<file path="config.mk">
export PLATFORM = sky130hd
export DESIGN_NAME = shift_arbiter_flat
export DESIGN_NICKNAME = d
export VERILOG_FILES = /design/src/rtl/shift_arbiter_if.sv /design/src/rtl/shift_arbiter.sv /design/src/flat_wrapper.sv
export SDC_FILE = /design/constraint.sdc
export NUM_CORES = 1
export LEC_CHECK = 0
export BUFFER_PORTS_ARGS = -buffer_cell sky130_fd_sc_hd__buf_2
export CORE_MARGIN = 3
export CORE_UTILIZATION = 45
export CTS_BUF_LIST = sky130_fd_sc_hd__clkbuf_8
export DETAILED_ROUTE_END_ITERATION = 10
export PLACE_DENSITY = 0.75
export RECOVER_POWER = 25
export SLEW_MARGIN = 20
export SYNTH_ARGS = -nofsm -noshare
export SYNTH_HDL_FRONTEND = slang
export SYNTH_SLANG_ARGS = --single-unit
</file>
<file path="constraint.sdc">
create_clock -name clk -period 3.28 [get_ports clk]
set_clock_uncertainty 0.2 [all_clocks]
set_input_delay 0.164 -clock clk [delete_from_list [all_inputs] [get_ports clk]]
set_output_delay 0.164 -clock clk [all_outputs]
set_load 0.1 [all_outputs]
</file>
<file path="src/rtl/shift_arbiter_if.sv">
// shift_arbiter_if: request, grant and result signals between the two FP32 ALU requesters, the shared shifter and its consumer.
interface shift_arbiter_if;
  logic        req0_valid, req0_ready, req1_valid, req1_ready;
  logic [23:0] req0_mant, req1_mant;
  logic [7:0]  req0_amt, req1_amt;
  logic        out_valid, out_ready, out_tag, out_grd, out_sticky;
  logic [23:0] out_data;
  modport master (
    output req0_valid, req0_mant, req0_amt, req1_valid, req1_mant, req1_amt, out_ready,
    input  req0_ready, req1_ready, out_valid, out_tag, out_data, out_grd, out_sticky
  );
  modport slave (
    input  req0_valid, req0_mant, req0_amt, req1_valid, req1_mant, req1_amt, out_ready,
    output req0_ready, req1_ready, out_valid, out_tag, out_data, out_grd, out_sticky
  );
endinterface

</file>
<file path="src/rtl/shift_arbiter.sv">
// shift_arbiter: round-robin share of one 24-bit right shifter between two requesters, with guard/sticky and a one-entry result register.
module shift_arbiter (
  input logic clk,
  input logic rst,
  shift_arbiter_if.slave bus
);
  logic        r_last, r_valid, r_tag, r_grd, r_sticky;
  logic [23:0] r_data;
  logic        w_win, w_acc, w_big;
  logic [23:0] w_mant;
  logic [7:0]  w_amt;
  logic [4:0]  w_sel;
  logic [47:0] w_ext;
  // Shifting into a 48-bit window leaves the guard at bit 23 and the sticky field below it.
  always_comb begin
    w_win  = (bus.req0_valid & bus.req1_valid) ? ~r_last : bus.req1_valid;
    w_acc  = ~rst & (~r_valid | bus.out_ready) & (bus.req0_valid | bus.req1_valid);
    w_mant = w_win ? bus.req1_mant : bus.req0_mant;
    w_amt  = w_win ? bus.req1_amt : bus.req0_amt;
    w_big  = w_amt > 8'd24;
    w_sel  = w_big ? 5'd0 : w_amt[4:0];
    w_ext  = {w_mant, 24'd0} >> w_sel;
  end
  assign bus.req0_ready = w_acc & ~w_win;
  assign bus.req1_ready = w_acc & w_win;
  assign bus.out_valid  = r_valid;
  assign bus.out_tag    = r_tag;
  assign bus.out_data   = r_data;
  assign bus.out_grd    = r_grd;
  assign bus.out_sticky = r_sticky;
  always_ff @(posedge clk or posedge rst) begin
    if (rst) begin
      r_last   <= 1'b1;
      r_valid  <= 1'b0;
      r_tag    <= 1'b0;
      r_data   <= '0;
      r_grd    <= 1'b0;
      r_sticky <= 1'b0;
    end else if (w_acc) begin
      r_last   <= w_win;
      r_valid  <= 1'b1;
      r_tag    <= w_win;
      r_data   <= w_big ? 24'd0 : w_ext[47:24];
      r_grd    <= w_big ? 1'b0 : w_ext[23];
      r_sticky <= w_big ? |w_mant : |w_ext[22:0];
    end else if (bus.out_ready) begin
      r_valid  <= 1'b0;
    end
  end
endmodule

</file>
<file path="src/flat_wrapper.sv">
// flat-port wrapper written by rule: the top's interface ports become plain ports
module shift_arbiter_flat 
  (clk, rst, bus_req0_valid, bus_req0_mant, bus_req0_amt, bus_req1_valid, bus_req1_mant, bus_req1_amt, bus_out_ready, bus_req0_ready, bus_req1_ready, bus_out_valid, bus_out_tag, bus_out_data, bus_out_grd, bus_out_sticky);
  shift_arbiter_if bus_i ();
  input logic clk;
  input logic rst;
  input wire logic [$bits(bus_i.req0_valid)-1:0] bus_req0_valid;
  input wire logic [$bits(bus_i.req0_mant)-1:0] bus_req0_mant;
  input wire logic [$bits(bus_i.req0_amt)-1:0] bus_req0_amt;
  input wire logic [$bits(bus_i.req1_valid)-1:0] bus_req1_valid;
  input wire logic [$bits(bus_i.req1_mant)-1:0] bus_req1_mant;
  input wire logic [$bits(bus_i.req1_amt)-1:0] bus_req1_amt;
  input wire logic [$bits(bus_i.out_ready)-1:0] bus_out_ready;
  output wire logic [$bits(bus_i.req0_ready)-1:0] bus_req0_ready;
  output wire logic [$bits(bus_i.req1_ready)-1:0] bus_req1_ready;
  output wire logic [$bits(bus_i.out_valid)-1:0] bus_out_valid;
  output wire logic [$bits(bus_i.out_tag)-1:0] bus_out_tag;
  output wire logic [$bits(bus_i.out_data)-1:0] bus_out_data;
  output wire logic [$bits(bus_i.out_grd)-1:0] bus_out_grd;
  output wire logic [$bits(bus_i.out_sticky)-1:0] bus_out_sticky;
  assign bus_i.req0_valid = bus_req0_valid;
  assign bus_i.req0_mant = bus_req0_mant;
  assign bus_i.req0_amt = bus_req0_amt;
  assign bus_i.req1_valid = bus_req1_valid;
  assign bus_i.req1_mant = bus_req1_mant;
  assign bus_i.req1_amt = bus_req1_amt;
  assign bus_i.out_ready = bus_out_ready;
  assign bus_req0_ready = bus_i.req0_ready;
  assign bus_req1_ready = bus_i.req1_ready;
  assign bus_out_valid = bus_i.out_valid;
  assign bus_out_tag = bus_i.out_tag;
  assign bus_out_data = bus_i.out_data;
  assign bus_out_grd = bus_i.out_grd;
  assign bus_out_sticky = bus_i.out_sticky;
  shift_arbiter u_core (.clk(clk), .rst(rst), .bus(bus_i));
endmodule
</file>
* Word level (Yosys, flattened, before mapping) *
Index checks and enable logic that the tools add are counted.

storage, ports and cells
  flip-flop bits (word level) = 29
  bits in latches = 0
  bits in writable memories = 0
  ROM bits = 0
  bits of input ports = 69
  output and inout bits = 30
  logic and storage cells = 31
  memories kept = 0

operators by class
  $add $sub $neg = 0
  multiply operators = 0
  div/mod/pow operators = 0
  magnitude comparators = 1
  equality and inequality tests = 0
  shifts and indexed selects = 1
  muxes and demuxes = 9
  bitwise operators = 11
  reduce and logical (&&, ||, !) cells = 3

operator list
  operator                                             number
  two-way mux 24 bit                                   2
  right shift 48 x 5 -> 48 bit                         1
  OR reduction 24 bit                                  1
  OR reduction 23 bit                                  1
  > comparator 8 x 5 -> 1 bit (second input constant)  1
  two-way mux 8 bit                                    1
  bitwise AND 1 bit                                    5
  two-way mux 1 bit                                    5
  two-way mux 5 bit                                    1
  NOT 1 bit                                            4
  bitwise OR 1 bit                                     2
  nonzero test 2 bit                                   1

* Longest topological paths before layout *
Gate-level depths: netlist of the first run.

  depth after elaboration = 8
  gate-level depth with buffers = 14
  mapped depth without buffers = 11

* Least setup slack after synthesis of the first run *
Ideal clock, no wire load.

  kind = register -> register
  from = register u_core.r_last
  to = register u_core.r_sticky (netlist: u_core.bus.out_sticky)
  library setup time = 0.134 ns
  arrival time = 2.961 ns
  required time = 2.946 ns
  slack = -0.014 ns
  cell stages (with the launch flop) = 14
  path buffers = 2
  period minus slack after synthesis = 3.294 ns
  path through = dfstp_2 -> a21bo_1 -> buf_4 -> mux2i_1 -> a21o_4 -> buf_6 -> mux4_2 -> a22oi_1 -> o211ai_1 -> nor4_2 -> a21oi_1 -> or4_1 -> o21ai_0 -> a31oi_1

between the ends
  longest elaborated chain between the ends = 8
  elaborated cells between the ends (all ways) = 10
  those cells by class = 1 x order compare; 1 x shift; 5 x mux; 1 x bitwise; 2 x reduce/logical

RTL lines
  what                          line                 source
  start: declaration            shift_arbiter.sv:7   logic r_last, r_valid, r_tag, r_grd, r_sticky;
  start signal: assignment      shift_arbiter.sv:40  r_last <= w_win;
  NOT 1 bit *                   shift_arbiter.sv:16  w_win = (bus.req0_valid & bus.req1_valid) ? ~r_last : bus.req1_valid;
  two-way mux 1 bit *           shift_arbiter.sv:16
  two-way mux 8 bit             shift_arbiter.sv:19  w_amt = w_win ? bus.req1_amt : bus.req0_amt;
  > comparator 8 x 5 -> 1 bit   shift_arbiter.sv:20  w_big = w_amt > 8'd24;
  two-way mux 5 bit             shift_arbiter.sv:21  w_sel = w_big ? 5'd0 : w_amt[4:0];
  right shift 48 x 5 -> 48 bit  shift_arbiter.sv:22  w_ext = {w_mant, 24'd0} >> w_sel;
  OR reduction 23 bit           shift_arbiter.sv:45  r_sticky <= w_big ? |w_mant : |w_ext[22:0];
  two-way mux 1 bit *           shift_arbiter.sv:45
  end signal: assignment        shift_arbiter.sv:45
  end: declaration              shift_arbiter.sv:7

Mark *: on every way between the ends. The rest lies on a longest branch, timed or not.
A chain may end at the register's enable or synchronous reset.

* Final worst setup path of the first run *
Ends and elaborated chain as after synthesis.

==> results by group, run 1 <==
Layout
  – Final net count: 593
  – Register area: 727 um2
  – Area grow syn2layout: 53.3%
  – Multi-input logic area: 2340 um2
  – Most common cell after layout, fill and taps aside: buf_2
  – Diodes inserted: 0
  – Fillcell total: 472
  – Commonest cells after routing, fill and taps aside: buf_2 (96), buf_4 (89), nand2_1 (43)
  – Design Area, Final: 4600 um2
  – Finished Layout Cells: 602
  – Layout cells sized above 1: 50.9%

Floorplanning
  – Width of the die: 87.7 um
  – Row count: 29
  – Total core area: 6420 um2
  – IO Count: 99
  – Chip height: 87.7 um
  – Die area: 7690 um2
  – Starting Density: 46.7%

Clocking
  – Sink Count: 29
  – Max Root-Sink Buffers: 2
  – Worst-path clk slew: 0.07 ns
  – Clk_lat worst skew: 0.28 ns
  – CTS buffer count: 5
  – CTS root buffer: clkbuf_8
  – CTS HTree Levels: 2
  – CTS tree: done

Logic synthesis
  – Synth Flop Type: dfrtp_1
  – Mapped Cells: 344
  – #FFs+latches synth: 29
  – Post-synth top area cell: dfrtp_1
  – Async SR Flop Fraction: 100%
  – Post-synth cell types: 55
  – Top cells by area, synth: dfrtp_1 (23%), mux4_2 (14%), a22oi_1 (6.3%)
  – Yosys warns: 0
  – Mapped cell area: 3000 um2
  – Net Count, Synth: 413
  – Post-synth top area share: 23.3%
  – Seq/Total Area, Yosys: 24.2%
  – Syn Area/Cell: 8.73 um2
  – EDFF count, synth: 0

Place
  – Port Buffer Count: 98
  – Placer's final routability congestion estimate: 0.912
  – Placed cell areas: 4130 um2
  – DP Wirelength: 8620 um
  – Post-Place Cells: 572
  – Post-placement setup slack: -0.260 ns

Timing
  – Worst Max-Slew Pin Slew: 1.58 ns
  – Setup Total Neg Slack: -0.295 ns
  – RSZ-0062 raised after global routing: true
  – Setup ws final: -0.295 ns
  – Final Hold Fails: 0
  – Final Slew Violations: 30
  – Max frequency: 0.280 GHz
  – Tmin final: 3.58 ns
  – Final Setup Violations: 1
  – Fin crit share: 109%
  – Slew HR: -5.09%

Global routing
  – Congestion Overflow GR: 0
  – Largest net degree at the start of global routing: 30
  – GRT Total Usage: 29.9%
  – Initial antenna violation count: 0
  – Vias in the first global route: 3665
  – First-pass GRT wire length: 18100 um

Power and ir drop
  – Sw frac: 38.9%
  – Psw: 0.638 mW
  – Clk pwr share: 27.2%
  – P per Cell Area: 357 nW/um2
  – Sequential share of power: 23.9%
  – P_leak: 2.18 nW
  – Internal: 1.00 mW
  – Peak VDD IR: 0.340 mV
  – Combinational Power Share: 48.9%
  – PnR Total Power: 1.64 mW

Setup path
  – Crit path kind: reg -> reg
  – Max FO, Critical Path: 8
  – CP startpoint kind: flip-flop
  – Endpoint class of the critical path: flip-flop
  – Critical path's largest stage delay: 0.53 ns
  – Slowest cell on the critical path: dfstp_2
  – Crit path required time: 3.24 ns
  – Crit path DAT: 3.54 ns
  – Critical-path cell list: a21bo_4 -> mux2i_4 -> buf_6 -> a21o_4 -> buf_4 -> mux4_2 -> a22oi_2 -> nand3_1 -> a21bo_2 -> nand3_2 -> or4_1 -> o21ai_1 -> a31oi_1

Drt
  – Post-DRT Antenna Nets: 0
  – DRT Wirelength: 11400 um
  – DRC Markers: 0
  – Wire per inst: 18.9 um
  – Via count: 3813
  – DR pass1 iterations: 5
  – Initial drt markers: 390
  – Vias per std cell: 6.33

Outcome
  – Violated checks: capacitance limit, slew limit, setup timing
  – Status: finished, violations left

Flow run
  – Max_cap viols: 1

Hold path
  – Hold Path Class: in -> reg
-- logic make-up after synthesis --
family	share of synthesized area, %
AO/OA/AOI/OAI	29.6
flip-flops	24.2
AND/OR/NAND/NOR	19.7
multiplexers	22.3
buffers and inverters	4.08
-- synthesized netlist by cell type, types with 6 or more instances --
library cell / count
a21o_1: 9
a21oi_1: 35
a22o_1: 6
a22oi_1: 25
buf_2: 8
clkbuf_1: 12
dfrtp_1: 28
mux2i_1: 16
mux4_2: 19
nand2_1: 45
nand3_1: 7
nor2_1: 21
nor3_1: 17
o21ai_0: 18
-- power by group through the flow --
| stage | Clock [mW] | Combinational, mW | Sequential [mW] |
|---|---|---|---|
| 4_1_cts | 0.452 | 0.753 | 0.391 |
| 3_3_place_gp | 0 | 0.706 | 0.397 |
| 5_1_grt | 0.466 | 0.852 | 0.393 |
| 2_1_floorplan | 0 | 0.310 | 0.533 |
| 6_report | 0.447 | 0.803 | 0.391 |
| 3_5_place_dp | 0 | 0.716 | 0.397 |
-- routing by layer --
layer | vias up | wire [um] | GRT usage (%)
met5 | - | 0 | 0
met4 | 0 | 352 | 8.23
met3 | 43 | 1110 | 5.74
met2 | 249 | 5680 | 51.0
met1 | 1801 | 4240 | 38.8
li1 | 1720 | - | -
-- final timing paths --
check / from / endpoint / slack (ns) / cells past startpoint
setup / recovery: u_core.r_last$_DFFE_PP1P_ / u_core.bus.out_sticky$_DFFE_PP0P_ / -0.30 / 13
hold / removal: bus_req1_valid / u_core.bus.out_valid$_DFFE_PP0P_ / 0.07 / 4
setup reg to reg: u_core.r_last$_DFFE_PP1P_ / u_core.bus.out_sticky$_DFFE_PP0P_ / -0.30 / 13
hold reg to reg: u_core.bus.out_data[5]$_DFFE_PP0P_ / u_core.bus.out_data[5]$_DFFE_PP0P_ / 0.27 / 1
max in group asynchronous: rst / u_core.bus.out_data[15]$_DFFE_PP0P_ / 1.07 / 4
min in group asynchronous: rst / u_core.bus.out_data[18]$_DFFE_PP0P_ / 0.88 / 4
-- metrics by stage --
stage / hold WS [ns] / util, %
floorplan: 0.0473 / -
global placement: 0.166 / 64.2
detailed placement: 0.175 / 64.2
CTS: 0.0594 / 69.4
global route: 0.129 / 71.7
finish: 0.0672 / 71.7
-- critical path, delay by kind of cell, from the launching register on --
family                 cells  cell delay, ns
AOI/OAI and AO/OA          6            1.05
and+or+nand+nor            3            0.75
muxes                      2            0.66
DFF                        1            0.53
buffers and inverters      2            0.27
-- layout make-up --
| class | instances | share of cell area, % |
|---|---|---|
| clock buffers | 5 | 1.50 |
| clock inverters | 3 | 1.41 |
| inverters | 2 | 0.163 |
| multi-input cells | 291 | 50.8 |
| flip-flops and latches | 29 | 15.8 |
| well taps | 77 | 2.09 |
| repair buffers | 195 | 28.2 |
-- flip-flops by register name, summed over array words and instances (netlist names) --
name / cells
u_core.r_last: 1
u_core.bus.out_sticky: 1
u_core.bus.out_grd: 1
u_core.bus.out_valid: 1
u_core.bus.out_tag: 1
u_core.bus.out_data: 24
-- what timing repair did --
| item | in CTS | in global routing |
|---|---|---|
| hold endpoints to repair | 29 | 0 |
| pin swaps | 7 | 11 |
| hold buffers | 2 | 0 |
| cloned | 2 | 0 |
| endpoints found under the setup margin | 2 | 3 |
| buffers inserted | 11 | 7 |
| gates resized for setup | 17 | 23 |
No activity file was read; power rests on OpenSTA's default activity.
==> inputs of run 2 (changes only) <==
Settings changed: CORE_MARGIN 3 to 5, CORE_UTILIZATION 45 to 47, PLACE_DENSITY 0.75 to 0.78, TNS_END_PERCENT set to 1.
==> run 2 against run 1 <==
  * Via count down 4.7%
  * The run still ends with capacitance limit, slew limit, setup timing left
  * Die area up 5.2%
  * Global-route usage down 3.7 points
  * Clock power down 34%
  * Final cell count down 4.2%
==> results by group, run 2 (synthesis results as in run 1) <==
Floorplanning
  – Total core area: 6280 um2 (-2.3%)
  – Chip height: 89.9 um (+2.6%)
  – Die area: 8080 um2 (+5.2%)
  – Width of the die: 89.9 um (+2.6%)
  – Starting Density: 47.8% (+1.1 points)
  – Row count: 29 (unchanged)
  – IO Count: 99 (unchanged)

Place
  – Placer's final routability congestion estimate: 0.942 (+3.3%)
  – Post-placement setup slack: -0.255 ns (+0.00530 ns)
  – Port Buffer Count: 98 (unchanged)
  – DP Wirelength: 8620 um (about the same)
  – Placed cell areas: 4010 um2 (-2.7%)

Timing
  – Final Slew Violations: 30 (unchanged)
  – Max frequency: 0.294 GHz (+5.2%)
  – Final Hold Fails: 0 (unchanged)
  – Tmin final: 3.40 ns (-0.178 ns)
  – Final Setup Violations: 1 (unchanged)
  – Slew HR: -3.82% (+1.3 points)
  – RSZ-0062 raised after global routing: true
  – Fin crit share: 104% (-5.4 points)
  – Setup ws final: -0.118 ns (+0.178 ns)
  – Worst Max-Slew Pin Slew: 1.56 ns (-0.0191 ns)

Power and ir drop
  – Peak VDD IR: 0.311 mV (-8.5%)
  – P per Cell Area: 336 nW/um2 (-5.9%)
  – P_leak: 2.05 nW (-5.9%)
  – PnR Total Power: 1.45 mW (-11%)

Global routing
  – Largest net degree at the start of global routing: 30 (unchanged)
  – Vias in the first global route: 3607 (-1.6%)
  – GRT Total Usage: 26.2% (-3.7 points)
  – First-pass GRT wire length: 17800 um (-1.5%)
  – Congestion Overflow GR: 0 (unchanged)
  – Initial antenna violation count: 0 (unchanged)

Drt
  – Post-DRT Antenna Nets: 0 (unchanged)
  – Via count: 3632 (-4.7%)
  – DRT Wirelength: 11000 um (-3.7%)
  – Wire per inst: 19.0 um (+0.44%)
  – DR pass1 iterations: 5 (unchanged)
  – Vias per std cell: 6.29 (-0.62%)
  – DRC Markers: 0 (unchanged)
  – Initial drt markers: 272 (-30%)

Setup path
  – Crit. Startpoint: u_core.r_last$_DFFE_PP1P_
  – R2R Path Start: u_core.r_last$_DFFE_PP1P_
  – CP startpoint kind: flip-flop
  – Max FO, Critical Path: 7 (-1)
  – Flop-to-flop setup slack: -0.12 ns (+0.18 ns)
  – Critical-path cell list: a21bo_4 -> mux2i_4 -> a21o_4 -> mux4_2 -> o22ai_2 -> a211oi_1 -> nor4_2 -> a21oi_1 -> or4_1 -> o21ai_1 -> a31oi_1
  – Endpoint class of the critical path: flip-flop
  – Slowest cell on the critical path: dfstp_2
  – Crit path required time: 3.24 ns (about the same)
  – Reg2reg path depth: 11 (-2)
  – Critical path's largest stage delay: 0.54 ns (about the same)
  – Crit path DAT: 3.36 ns (-0.18 ns)
  – Crit path kind: reg -> reg

Clocking
  – CTS HTree Levels: 2 (unchanged)
  – Sink Count: 29 (unchanged)
  – CTS tree: done
  – CTS buffer count: 5 (unchanged)
  – Clk_lat worst skew: 0.28 ns (about the same)
  – Worst-path clk slew: 0.07 ns (about the same)
  – CTS root buffer: clkbuf_8
  – Max Root-Sink Buffers: 2 (unchanged)

Layout
  – Number of flip-flops in the largest register: 24 (unchanged)
  – Diodes inserted: 0 (unchanged)
  – Commonest cells after routing, fill and taps aside: buf_2 (96), buf_4 (64), nand2_1 (45)
  – Final net count: 568 (-4.2%)
  – Area grow syn2layout: 44.2%
  – Design Area, Final: 4330 um2 (-5.9%)
  – Most common cell after layout, fill and taps aside: buf_2
  – Layout cells sized above 1: 47.0% (-3.9 points)
  – Multi-input logic area: 2300 um2 (-1.7%)
  – Register area: 727 um2 (unchanged)
  – Post-layout util: 69.0% (-2.7 points)
  – Fillcell total: 515 (+9.1%)

Outcome
  – Violated checks: capacitance limit, slew limit, setup timing
  – Status: finished, violations left

Hold path
  – Hold Crit Depth: 4 (unchanged)
  – Worst min-delay path startpoint: bus_req0_amt[4]
  – Hold Path Class: in -> reg

Flow run
  – Max_cap viols: 1 (unchanged)
==> run 2: cell count changes in the layout (fill, tap and decap cells not counted), sizes merged <==
cell,delta
clkinv,+1
dlygate4sd3,+1
clkinvlp,+1
a21o,-1
bufinv,-2
buf,-25
==> run 2: power by group <==
group	switching [mW]	internal, mW
registers	0.0111	0.380
logic	0.464	0.303
clock network	0.150	0.146
total	0.625	0.829
==> run 2: final cells by class <==
cell class                      count  share of cell area [%]
Sequential cell                    29                    16.8
Clock buffer                        5                    1.59
Clock inverter                      3                   0.405
Multi-Input combinational cell    290                    53.1
Inverter                            2                   0.173
Timing Repair Buffer              171                    25.7
Tap cell                           77                    2.23
==> run 2: final timing paths <==
| kind | endpoint |
|---|---|
| max | u_core.bus.out_sticky$_DFFE_PP0P_ |
| min in group asynchronous | u_core.bus.out_data[14]$_DFFE_PP0P_ |
| min reg2reg | u_core.bus.out_tag$_DFFE_PP0P_ |
| max reg2reg | u_core.bus.out_sticky$_DFFE_PP0P_ |
| min | u_core.bus.out_data[22]$_DFFE_PP0P_ |
| max in group asynchronous | u_core.bus.out_valid$_DFFE_PP0P_ |
==> run 2: per-layer routing <==
layer	global-route usage, %	vias to the layer above	wire (um)
met3	4.26	22	821
li1	-	1674	-
met2	46.3	172	5660
met5	0	-	0
met4	5.83	0	202
met1	33.5	1764	4280
==> run 2: worst max-delay path: cells and delay by family (launching register included) <==
family | cells | cell delay [ns]
AOI/OAI and AO/OA | 7 | 1.02
and+or+nand+nor | 2 | 0.83
muxes | 2 | 0.68
DFF | 1 | 0.54
==> run 2: per-stage QoR <==
step	std cells	hold slack [ns]	TNS [ns]
floorplan	344	0.0473	-0.00458
global placement	559	0.163	-0.176
detailed placement	559	0.174	-0.255
CTS	576	0.244	-0.0529
global route	577	0.292	-0.249
finish	577	0.243	-0.118
==> run 2: repair_timing <==
item                       in CTS  in global routing
hold buffers                    3                  0
cloned                          1                  0
pin swaps                       4                  7
gates resized for setup        17                 15
buffers inserted                5                  1
hold endpoints to repair       29                  0
setup endpoints to repair       1                  2
==> inputs of run 3 (changes only) <==
Settings changed: SETUP_SLACK_MARGIN set to 0.1.
==> run 3 against run 2 <==
  * The run ends with capacitance limit, setup timing left
  * Die area stayed put
  * Sequential share of layout area is 0.71 points lower
  * Final area is 4.4% higher
  * Register-to-register slack worse by 0.13 ns
  * Global-route usage is 0.90 points higher
==> results by group, run 3 (synthesis results as in run 1) <==
Setup path
  – Critical-path cell list: a21bo_4 -> mux2i_4 -> a21o_4 -> buf_4 -> mux4_2 -> a22oi_1 -> nand2_1 -> a21oi_2 -> nand4_1 -> or4_1 -> o21ai_1 -> a31oi_1
  – Reg-to-reg endpoint: u_core.bus.out_sticky$_DFFE_PP0P_
  – Crit path depth: 12 (+1)
  – Max FO, Critical Path: 6 (-1)
  – Slowest cell on the critical path: dfstp_2
  – R2R Path Start: u_core.r_last$_DFFE_PP1P_
  – Crit path kind: reg -> reg
  – WP buf/inv: 1 (+1)
  – Crit-path leading delay family: compound AO/OA/AOI/OAI gates
  – Crit. Startpoint: u_core.r_last$_DFFE_PP1P_
  – Endpoint class of the critical path: flip-flop
  – Reg2reg path depth: 12 (+1)
  – Flop-to-flop setup slack: -0.25 ns (-0.13 ns)
  – Crit path required time: 3.23 ns (about the same)
  – CP startpoint kind: flip-flop
  – Critical path's largest stage delay: 0.55 ns (about the same)
  – Crit path DAT: 3.47 ns (+0.11 ns)

Global routing
  – Largest net degree at the start of global routing: 30 (unchanged)
  – Vias in the first global route: 3840 (+6.5%)
  – Congestion Overflow GR: 0 (unchanged)
  – First-pass GRT wire length: 18400 um (+3.4%)
  – GRT Total Usage: 27.1% (+0.90 points)
  – Initial antenna violation count: 0 (unchanged)

Floorplanning
  – Starting Density: 47.8% (unchanged)
  – Row count: 29 (unchanged)
  – IO Count: 99 (unchanged)
  – Total core area: 6280 um2 (unchanged)
  – Chip height: 89.9 um (unchanged)
  – Width of the die: 89.9 um (unchanged)
  – Die area: 8080 um2 (unchanged)

Flow run
  – Max_cap viols: 1 (unchanged)

Drt
  – Wire per inst: 19.9 um (+4.6%)
  – Post-DRT Antenna Nets: 0 (unchanged)
  – Via count: 3869 (+6.5%)
  – DR pass1 iterations: 5 (unchanged)
  – Vias per std cell: 6.50 (+3.3%)
  – Initial drt markers: 458 (+68%)
  – DRT Wirelength: 11800 um (+7.8%)
  – DRC Markers: 0 (unchanged)

Layout
  – Layout cells sized above 1: 48.8% (+1.8 points)
  – Post-layout util: 72.0% (+3.0 points)
  – Most common cell after layout, fill and taps aside: buf_2
  – Finished Layout Cells: 595 (+3.1%)
  – Fillcell total: 488 (-5.2%)
  – Commonest cells after routing, fill and taps aside: buf_2 (96), buf_4 (82), nand2_1 (44)
  – Diodes inserted: 0 (unchanged)
  – Design Area, Final: 4520 um2 (+4.4%)
  – Area grow syn2layout: 50.6%
  – Final net count: 586 (+3.2%)
  – Number of flip-flops in the largest register: 24 (unchanged)

Timing
  – Slew HR: 0.796% (+4.6 points)
  – Tmin final: 3.53 ns (+0.128 ns)
  – Final Setup Violations: 2 (+1)
  – Setup Total Neg Slack: -0.310 ns (-0.192 ns)
  – Worst Max-Slew Pin Slew: 1.49 ns (-0.0692 ns)
  – RSZ-0062 raised after global routing: true
  – WHS: 0.270 ns (+0.0272 ns)
  – Final Hold Fails: 0 (unchanged)
  – Final Slew Violations: 0 (-100%)
  – Max frequency: 0.284 GHz (-3.6%)
  – Setup ws final: -0.246 ns (-0.128 ns)
  – Fin crit share: 107% (+3.9 points)

Clocking
  – CTS tree: done
  – Worst-path clk slew: 0.06 ns (about the same)
  – CTS buffer count: 5 (unchanged)
  – Max Root-Sink Buffers: 2 (unchanged)
  – CTS root buffer: clkbuf_8
  – CTS HTree Levels: 2 (unchanged)
  – Clk_lat worst skew: 0.28 ns (about the same)
  – Sink Count: 29 (unchanged)

Place
  – Placed cell areas: 4040 um2 (+0.75%)
  – DP Wirelength: 8770 um (+1.8%)
  – Port Buffer Count: 98 (unchanged)
  – Placer's final routability congestion estimate: 0.926 (-1.7%)
  – Post-Place Cells: 561 (+0.36%)
  – Post-placement setup slack: -0.284 ns (-0.0285 ns)

Power and ir drop
  – P_leak: 2.11 nW (+3.3%)
  – PnR Total Power: 1.59 mW (+9.6%)
  – P per Cell Area: 352 nW/um2 (+5.0%)
  – Peak VDD IR: 0.335 mV (+7.7%)

Hold path
  – Hold Path Class: reg -> reg
  – Hold Crit Depth: 1 (-3)
  – Worst min-delay path startpoint: u_core.bus.out_data[5]$_DFFE_PP0P_
  – Worst Hold End: u_core.bus.out_data[5]$_DFFE_PP0P_

Outcome
  – Status: finished, violations left
  – Violated checks: capacitance limit, setup timing
==> run 3: timing repair <==
item / in CTS / in global routing
pin swaps: 8 / 6
resized for setup: 21 / 15
setup endpoints to repair: 3 / 5
buffers inserted: 16 / 5
endpoints found under the hold margin: 29 / 0
cloned: 2 / 0
hold buffers: 3 / 0
==> run 3: area by class of cell <==
cell class / instances / area, um2 / share of cell area (%)
Clock buffer: 6 / 82.6 / 1.83
Sequential cell: 29 / 727 / 16.1
Tap cell: 77 / 96.3 / 2.13
Inverter: 2 / 7.51 / 0.166
Clock inverter: 2 / 33.8 / 0.747
Timing Repair Buffer: 188 / 1250 / 27.7
Multi-Input combinational cell: 291 / 2320 / 51.4
==> run 3: worst max-delay path by stage <==
stage                                                    to  slack, ns
after floorplan           u_core.bus.out_sticky$_DFFE_PP0P_       0.01
after global placement    u_core.bus.out_sticky$_DFFE_PP0P_      -0.24
after detailed placement  u_core.bus.out_sticky$_DFFE_PP0P_      -0.28
after CTS                 u_core.bus.out_sticky$_DFFE_PP0P_      -0.09
after global routing      u_core.bus.out_sticky$_DFFE_PP0P_      -0.36
final                     u_core.bus.out_sticky$_DFFE_PP0P_      -0.25
==> run 3: layer usage <==
layer / vias up / GRT usage [%] / part of all wire, %
met4: 0 / 8.31 / 3.6
li1: 1724 / - / -
met1: 1796 / 33.9 / 36
met2: 294 / 47.4 / 49
met5: - / 0 / 0
met3: 55 / 4.84 / 11
==> run 3: power breakdown <==
part	switching [mW]	leakage, nW	internal (mW)	total (mW)
Combinational	0.487	1.66	0.334	0.821
Sequential	0.0119	0.392	0.380	0.392
Clock	0.136	0.0626	0.244	0.380
Total	0.635	2.11	0.958	1.59
